===== config.mk =====
export PLATFORM = sky130hd
export DESIGN_NAME = pe_array
export DESIGN_NICKNAME = d
export VERILOG_FILES = /design/src/rtl/pe_array_pkg.sv /design/src/rtl/pe_array_mac.sv /design/src/rtl/pe_array.sv
export SDC_FILE = /design/constraint.sdc
export NUM_CORES = 2
export LEC_CHECK = 0
export CORE_UTILIZATION = 30
export CTS_CLUSTER_DIAMETER = 30
export DETAILED_ROUTE_END_ITERATION = 16
export GPL_ROUTABILITY_DRIVEN = 1
export MAX_ROUTING_LAYER = met4
export SLEW_MARGIN = 20
export SYNTH_ARGS = -nofsm -noshare
export SYNTH_HDL_FRONTEND = slang
export SYNTH_SLANG_ARGS = --single-unit

===== constraint.sdc =====
create_clock -name clk -period 6.2 [get_ports clk]
set_input_delay 1.24 -clock clk [delete_from_list [all_inputs] [get_ports clk]]
set_output_delay 1.24 -clock clk [all_outputs]
set_load 0.01 [all_outputs]

===== src/rtl/pe_array_pkg.sv =====
// Shared constants and flat-bus offset helper for the output-stationary MAC array.
package pe_array_pkg;

  localparam int DATA_W = 8;
  localparam int ACC_W  = 32;

  // Bit offset of accumulator element k within the flat outs bus
  function automatic int acc_off(input int k);
    return k * ACC_W;
  endfunction

endpackage


===== src/rtl/pe_array_mac.sv =====
// One processing element: operand pass registers plus a wrapping 32-bit accumulator.
module pe_mac
  import pe_array_pkg::*;
(
  input  logic              clk,
  input  logic              rst,
  input  logic              fire,
  input  logic [DATA_W-1:0] a_in,
  input  logic [DATA_W-1:0] w_in,
  output logic [DATA_W-1:0] a_out,
  output logic [DATA_W-1:0] w_out,
  output logic [ACC_W-1:0]  acc
);

  logic [DATA_W-1:0] a_q;
  logic [DATA_W-1:0] w_q;

  // Unsigned product zero-extended; the sum wraps modulo 2^ACC_W
  function automatic logic [ACC_W-1:0] mac_wrap(input logic [ACC_W-1:0] sum,
                                                input logic [DATA_W-1:0] a,
                                                input logic [DATA_W-1:0] w);
    logic [2*DATA_W-1:0] prod;
    prod = a * w;
    return sum + ACC_W'(prod);
  endfunction

  always_ff @(posedge clk) begin
    if (rst) begin
      a_q <= '0;
      w_q <= '0;
      acc <= '0;
    end else if (fire) begin
      a_q <= a_in;
      w_q <= w_in;
      acc <= mac_wrap(acc, a_in, w_in);
    end
  end

  assign a_out = a_q;
  assign w_out = w_q;

endmodule


===== src/rtl/pe_array.sv =====
// ROWS x COLS systolic grid: activations flow right, weights flow down, sums stay put.
module pe_array
  import pe_array_pkg::*;
#(
  parameter int ROWS = 4,
  parameter int COLS = 4
) (
  input  logic                        clk,
  input  logic                        rst,
  input  logic                        fire,
  input  logic [0:DATA_W*COLS-1]      in_w,
  input  logic [0:DATA_W*ROWS-1]      in_a,
  output logic [0:ACC_W*ROWS*COLS-1]  outs
);

  // a_lnk[r][c] feeds PE(r,c); w_lnk[r][c] likewise; the far edges fall off the array
  logic [DATA_W-1:0] a_lnk [ROWS][COLS+1];
  logic [DATA_W-1:0] w_lnk [ROWS+1][COLS];
  logic [DATA_W-1:0] unused_a [ROWS];
  logic [DATA_W-1:0] unused_w [COLS];

  for (genvar r = 0; r < ROWS; r++) begin : g_left
    assign a_lnk[r][0] = in_a[DATA_W*r +: DATA_W];
    assign unused_a[r] = a_lnk[r][COLS];
  end

  for (genvar c = 0; c < COLS; c++) begin : g_top
    assign w_lnk[0][c] = in_w[DATA_W*c +: DATA_W];
    assign unused_w[c] = w_lnk[ROWS][c];
  end

  for (genvar r = 0; r < ROWS; r++) begin : g_row
    for (genvar c = 0; c < COLS; c++) begin : g_col
      localparam int OFF = acc_off(r*COLS + c);
      logic [ACC_W-1:0] acc;

      pe_mac u_pe (
        .clk   (clk),
        .rst   (rst),
        .fire  (fire),
        .a_in  (a_lnk[r][c]),
        .w_in  (w_lnk[r][c]),
        .a_out (a_lnk[r][c+1]),
        .w_out (w_lnk[r+1][c]),
        .acc   (acc)
      );

      assign outs[OFF +: ACC_W] = acc;
    end
  end

endmodule


After elaboration in Yosys (flattened, before gate mapping)
Index checks and enable logic that the tools add are counted.
W data, S select, Z words.
- output and inout bits: 512
- flip-flop bits (word level): 704
- bits of input ports: 67
- logic and storage cells: 72
- $mul: 16
- add/sub/neg operators: 16
- operator list (kind ; count):
    $add A32 B16 Y32 ; 16
    $mul A8 B8 Y16 ; 16

Longest topological paths before layout
- depth after elaboration: 2
- depth in mapped cells: 20
- mapped depth without buffers: 18

Hierarchy
Synthesis repeated with hierarchy kept, for this count alone.
- cells, all modules: 8789
- area total of the unflattened synthesis: 75691.3 µm²
- modules (own cells, without submodules) (module ; cells an instance ; instances ; seq. area each (µm²) ; area each (µm²)):
    pe_mac at g_row[0].g_col[0].u_pe ... ; 546 ; 6 ; 960.9 ; 4652.0
    pe_mac at g_row[2].g_col[3].u_pe ... ; 551 ; 5 ; 960.9 ; 4825.9
    pe_mac at g_row[1].g_col[3].u_pe ... ; 556 ; 4 ; 960.9 ; 4765.8
    pe_mac at g_row[0].g_col[1].u_pe ; 534 ; 1 ; 960.9 ; 4586.9

Least setup slack after synthesis
No wires, ideal clock.
- path type: input to register
- start point: in in_w[15] in the netlist's numbering
- end point: reg g_row[0].g_col[1].u_pe.acc[30]
- library setup time: 121 ps
- stages: 16
- buffers on the path: 1
- path slack: 616 ps
- data arrival time: 5463 ps
- data required time: 6079 ps
- path through: clkbuf_1 > nand2_1 > fa_1 > inv_1 > fa_1 > inv_1 > fa_1 > fa_1 > inv_1 > ha_1 > o21ai_0 > o21ai_0 > nand3b_1 > a311oi_1 > o21a_1 > mux2_2
- longest elaborated chain between the ends: 2
- RTL lines (item ; RTL line ; source):
    start, declared ; pe_array.sv:11 ; input logic [0:DATA_W*COLS-1] in_w,
    $mul A8 B8 Y16 ; pe_array_mac.sv:23 ; prod = a * w;
    $add A32 B16 Y32 ; pe_array_mac.sv:24 ; return sum + ACC_W'(prod);
    end signal, assigned ; pe_array_mac.sv:35 ; acc <= mac_wrap(acc, a_in, w_in);
    end, declared ; pe_array_mac.sv:12 ; output logic [ACC_W-1:0] acc
No other way between the ends.
A chain may end at the register's enable or synchronous reset.

Worst setup path after layout
- start point: in in_w[7] in the netlist's numbering
- end point: reg g_row[0].g_col[0].u_pe.acc[22]
- longest elaborated chain between the ends: 2
- RTL lines (item ; RTL line):
    $mul A8 B8 Y16 ; pe_array_mac.sv:23
    $add A32 B16 Y32 ; pe_array_mac.sv:24
    end signal, assigned ; pe_array_mac.sv:35
    end, declared ; pe_array_mac.sv:12
No other way between the ends.

==> run_results.csv <==
group,metric,value,unit
run_status,status,"finished, final reports clean",
drt,vias,57059,
global_route,antenna_found_initial,8,
setup_path,cp_top_family,"adder cells",
global_route,grt_pass1_vias,59005,
cts,cts.clk_slew.worst_paths,0.04,ns
drt,drt-pass1-iter-count,5,
die,core-area,231000,um2
setup_path,crit_buf_inv,6,
layout,nets,10330,
placement,routabilityCongestion,0.899,
yosys,syn_inst,8184,
yosys,yosysUniqueCellTypes,76,
cts,cts_max_path_buffers,3,
yosys,synth-main-ff-cell,"dfxtp_1",
yosys,synthesis.nets,9707,
setup_path,worstPathMaxFanout,9,
die,dieArea,235000,um2
global_route,track_usage,19.0,%
cts,clkSinkCount,704,
cts,cts_resized,0,
power_and_ir_drop,p_leak,42.2,nW
setup_path,criticalPathCategory,"in2reg",
drt,ant_nets,0,
yosys,synth.avg_cell_area,8.55,um2
cts,cts_buffers,224,
timing,fin_crit,5.67,ns
drt,drt_iter0_markers,2397,
cts,post_cts_buffers,0,
flow_run,drv_cap,0,
setup_path,required,6.96,ns
setup_path,crit_arrival,6.43,ns
placement,io_buffers,578,
timing,hold_ws,0.480,ns
drt,wl_per_cell,17.9,um
yosys,ys_seq_area_share,20.1,%
timing,min_period_over_period,91.5,%
layout,area_growth,25.9,%
placement,dp_hpwl,171000,um
timing,tightestPinTransition,1.05,ns
die,fp.dieH,485,um
cts,clk_latency,0.89,ns
layout,utilization,38.2,%
global_route,grt_max_degree,153,
placement,place_area,79700,um2
die,io_pins,579,
drt,via_per_inst,4.74,
cts,cts.hold.buffers_added,0,
yosys,async_flop_share,0,%
power_and_ir_drop,irDropWorstVdd,0.000280,V
setup_path,cp_slowest_cell,"clkdlybuf4s50_1",
setup_path,crit_chain,"clkdlybuf4s50_1, buf_4, nand2_1, fa_1, inv_1, fa_1, ha_1, inv_1, fa_1, inv_1, ha_1, a211oi_1, o21bai_1, a211oi_1, o31ai_1, a21oi_1, buf_4, o21ai_0, a21oi_1",
yosys,netlist_area,70000,um2
timing,max_freq,176,MHz
timing,finalMaxSlewViolations,0,
cts,clock_tree.root_cell,"clkbuf_16",
timing,skew,0.0791,ns
timing,fin_tns_setup,0,ns
timing,rsz0062_at_grt,"false",
setup_path,slowest_delay,0.61,ns
yosys,synth_edf_count,0,
yosys,synth_warnings,0,
drt,drc_errors,0,
power_and_ir_drop,p_total,21.6,mW
die,placementRows,176,
die,start_util,30.3,%
setup_path,cp-end-kind,"flip-flop",
die,die_x,485,um
power_and_ir_drop,power_density,245,nW/um2
global_route,grt_pass1_wl,340000,um
yosys,ys_ff_latch,704,
timing,finalSetupViolCount,0,
drt,finalWirelength,216000,um
timing,slew_headroom,29.7,%
global_route,overflow,0,
cts,htree_num_levels,4,
hold_path,min_path_type,"reg2reg",
cts,cts_tree,"built",
setup_path,start_kind,"input pin",
layout,drive_gt1_share,7.27,%
timing,hold_viol_final,0,
layout,final_area,88100,um2
==> final timing paths <==
kind                                   start                              to  slack (ns)  cells past startpoint
max reg2reg  g_row[1].g_col[3].u_pe.w_out[0]  g_row[2].g_col[3].u_pe.acc[27]        0.60                     16
max                                  in_w[7]  g_row[0].g_col[0].u_pe.acc[22]        0.53                     19
min reg2reg   g_row[1].g_col[3].u_pe.acc[17]  g_row[1].g_col[3].u_pe.acc[17]        0.48                      2
min           g_row[1].g_col[3].u_pe.acc[17]  g_row[1].g_col[3].u_pe.acc[17]        0.48                      2
==> cell families (layout without fill, tap and decap cells) <==
family	count (synthesis)	count (layout)	share of synthesized area, %
AND/OR/NAND/NOR	2511	2511	17.3
XOR/XNOR	256	256	3.20
buffers and inverters	1873	2696	10.1
flip-flops	704	704	20.1
other	0	13	0
AO/OA/AOI/OAI	1020	1020	9.36
adder cells (fa/ha/maj)	1456	1456	34.6
multiplexers	364	364	5.29
==> layout by cell type, fill, tap and decap left out, types with 31 or more instances in the layout <==
cell type	instances
ha_1	656
or3_1	58
mux2_2	45
xnor2_1	151
nand4_1	46
nand2b_1	31
mux2i_1	318
xor2_1	105
o21a_1	52
a21oi_1	288
o31ai_1	38
fa_1	800
nand3_1	115
nor2_1	683
o21ai_0	228
clkbuf_16	225
and2_1	583
nor3_1	64
nor2b_1	79
a21o_1	92
clkbuf_8	33
clkdlybuf4s50_1	576
bufinv_16	45
clkinv_2	57
and3_1	72
inv_1	1512
dfxtp_1	704
buf_4	169
a211oi_1	95
o21bai_1	32
nand2_1	702
==> cell type report <==
class,count,area [um2]
Clock buffer,285,6190
Inverter,1513,5680
Antenna cell,13,32.5
Tap cell,3026,3790
Clock inverter,141,2240
Timing Repair Buffer,757,7260
Fill cell,22931,143000
Multi-Input combinational cell,5607,48800
Sequential cell,704,14100
==> stage by stage <==
step | setup WS (ns) | std cells
2_1_floorplan | 0.616 | 8184
3_3_place_gp | -0.250 | 11607
3_5_place_dp | -0.336 | 11607
4_1_cts | 0.579 | 12033
5_1_grt | 0.213 | 12041
6_report | 0.529 | 12046
==> where the power goes <==
part	total [mW]	switching [mW]	leakage (nW)	internal (mW)
Combinational	4.01	2.22	32.4	1.79
Clock	12.5	3.65	4.08	8.88
Sequential	5.04	0.320	5.71	4.72
==> per-layer routing <==
layer  vias to the layer above  GRT usage [%]  part of all wire, %
li1                      27305              -                    -
met1                     28054           23.7                   45
met2                      1355           30.2                   46
met3                       345           4.63                  6.4
met4                         0           5.70                  2.8
met5                         -              -                    0
==> state kept, by name (all words and copies together) (netlist names) <==
name                    count
g_row.g_col.u_pe.a_out     96
g_row.g_col.u_pe.acc      512
g_row.g_col.u_pe.w_out     96
==> worst reg2reg max path, cell delays in order, from the launching register on <==
cell and delay (ns):
dfxtp_1 0.90, nand2_1 0.19, fa_1 0.54, inv_1 0.05, fa_1 0.48, fa_1 0.54, inv_1 0.05, fa_1 0.48
inv_1 0.04, ha_1 0.33, a21oi_1 0.11, a2bb2oi_1 0.16, o21ai_1 0.34, nand3_1 0.32, a2111oi_0 0.65, xnor2_1 0.18
nor2_1 0.05
==> cell usage after synthesis, drive strengths merged, types with 13 or more instances <==
cell type / instances / area share [%]
inv: 1513 / 8.1
fa: 800 / 23
dfxtp: 704 / 20
nand2: 702 / 3.8
nor2: 686 / 3.7
ha: 656 / 12
and2: 583 / 5.2
mux2i: 318 / 4.5
clkbuf: 309 / 1.7
a21oi: 288 / 2.1
o21ai: 232 / 1.7
xnor2: 151 / 1.9
nand3: 115 / 0.82
xor2: 105 / 1.3
a211oi: 95 / 1.0
a21o: 92 / 0.99
nor2b: 79 / 0.71
and3: 72 / 0.64
nor3: 64 / 0.46
or3: 58 / 0.52
o21a: 53 / 0.58
buf: 51 / 0.33
mux2: 46 / 0.75
nand4: 46 / 0.41
o31ai: 40 / 0.44
nand2b: 32 / 0.29
o21bai: 32 / 0.34
a31oi: 30 / 0.27
o211ai: 29 / 0.31
or4: 22 / 0.24
o2111ai: 16 / 0.20
and4: 13 / 0.17
nor3b: 13 / 0.14
Note: power is estimated with default switching activity, not from simulation.
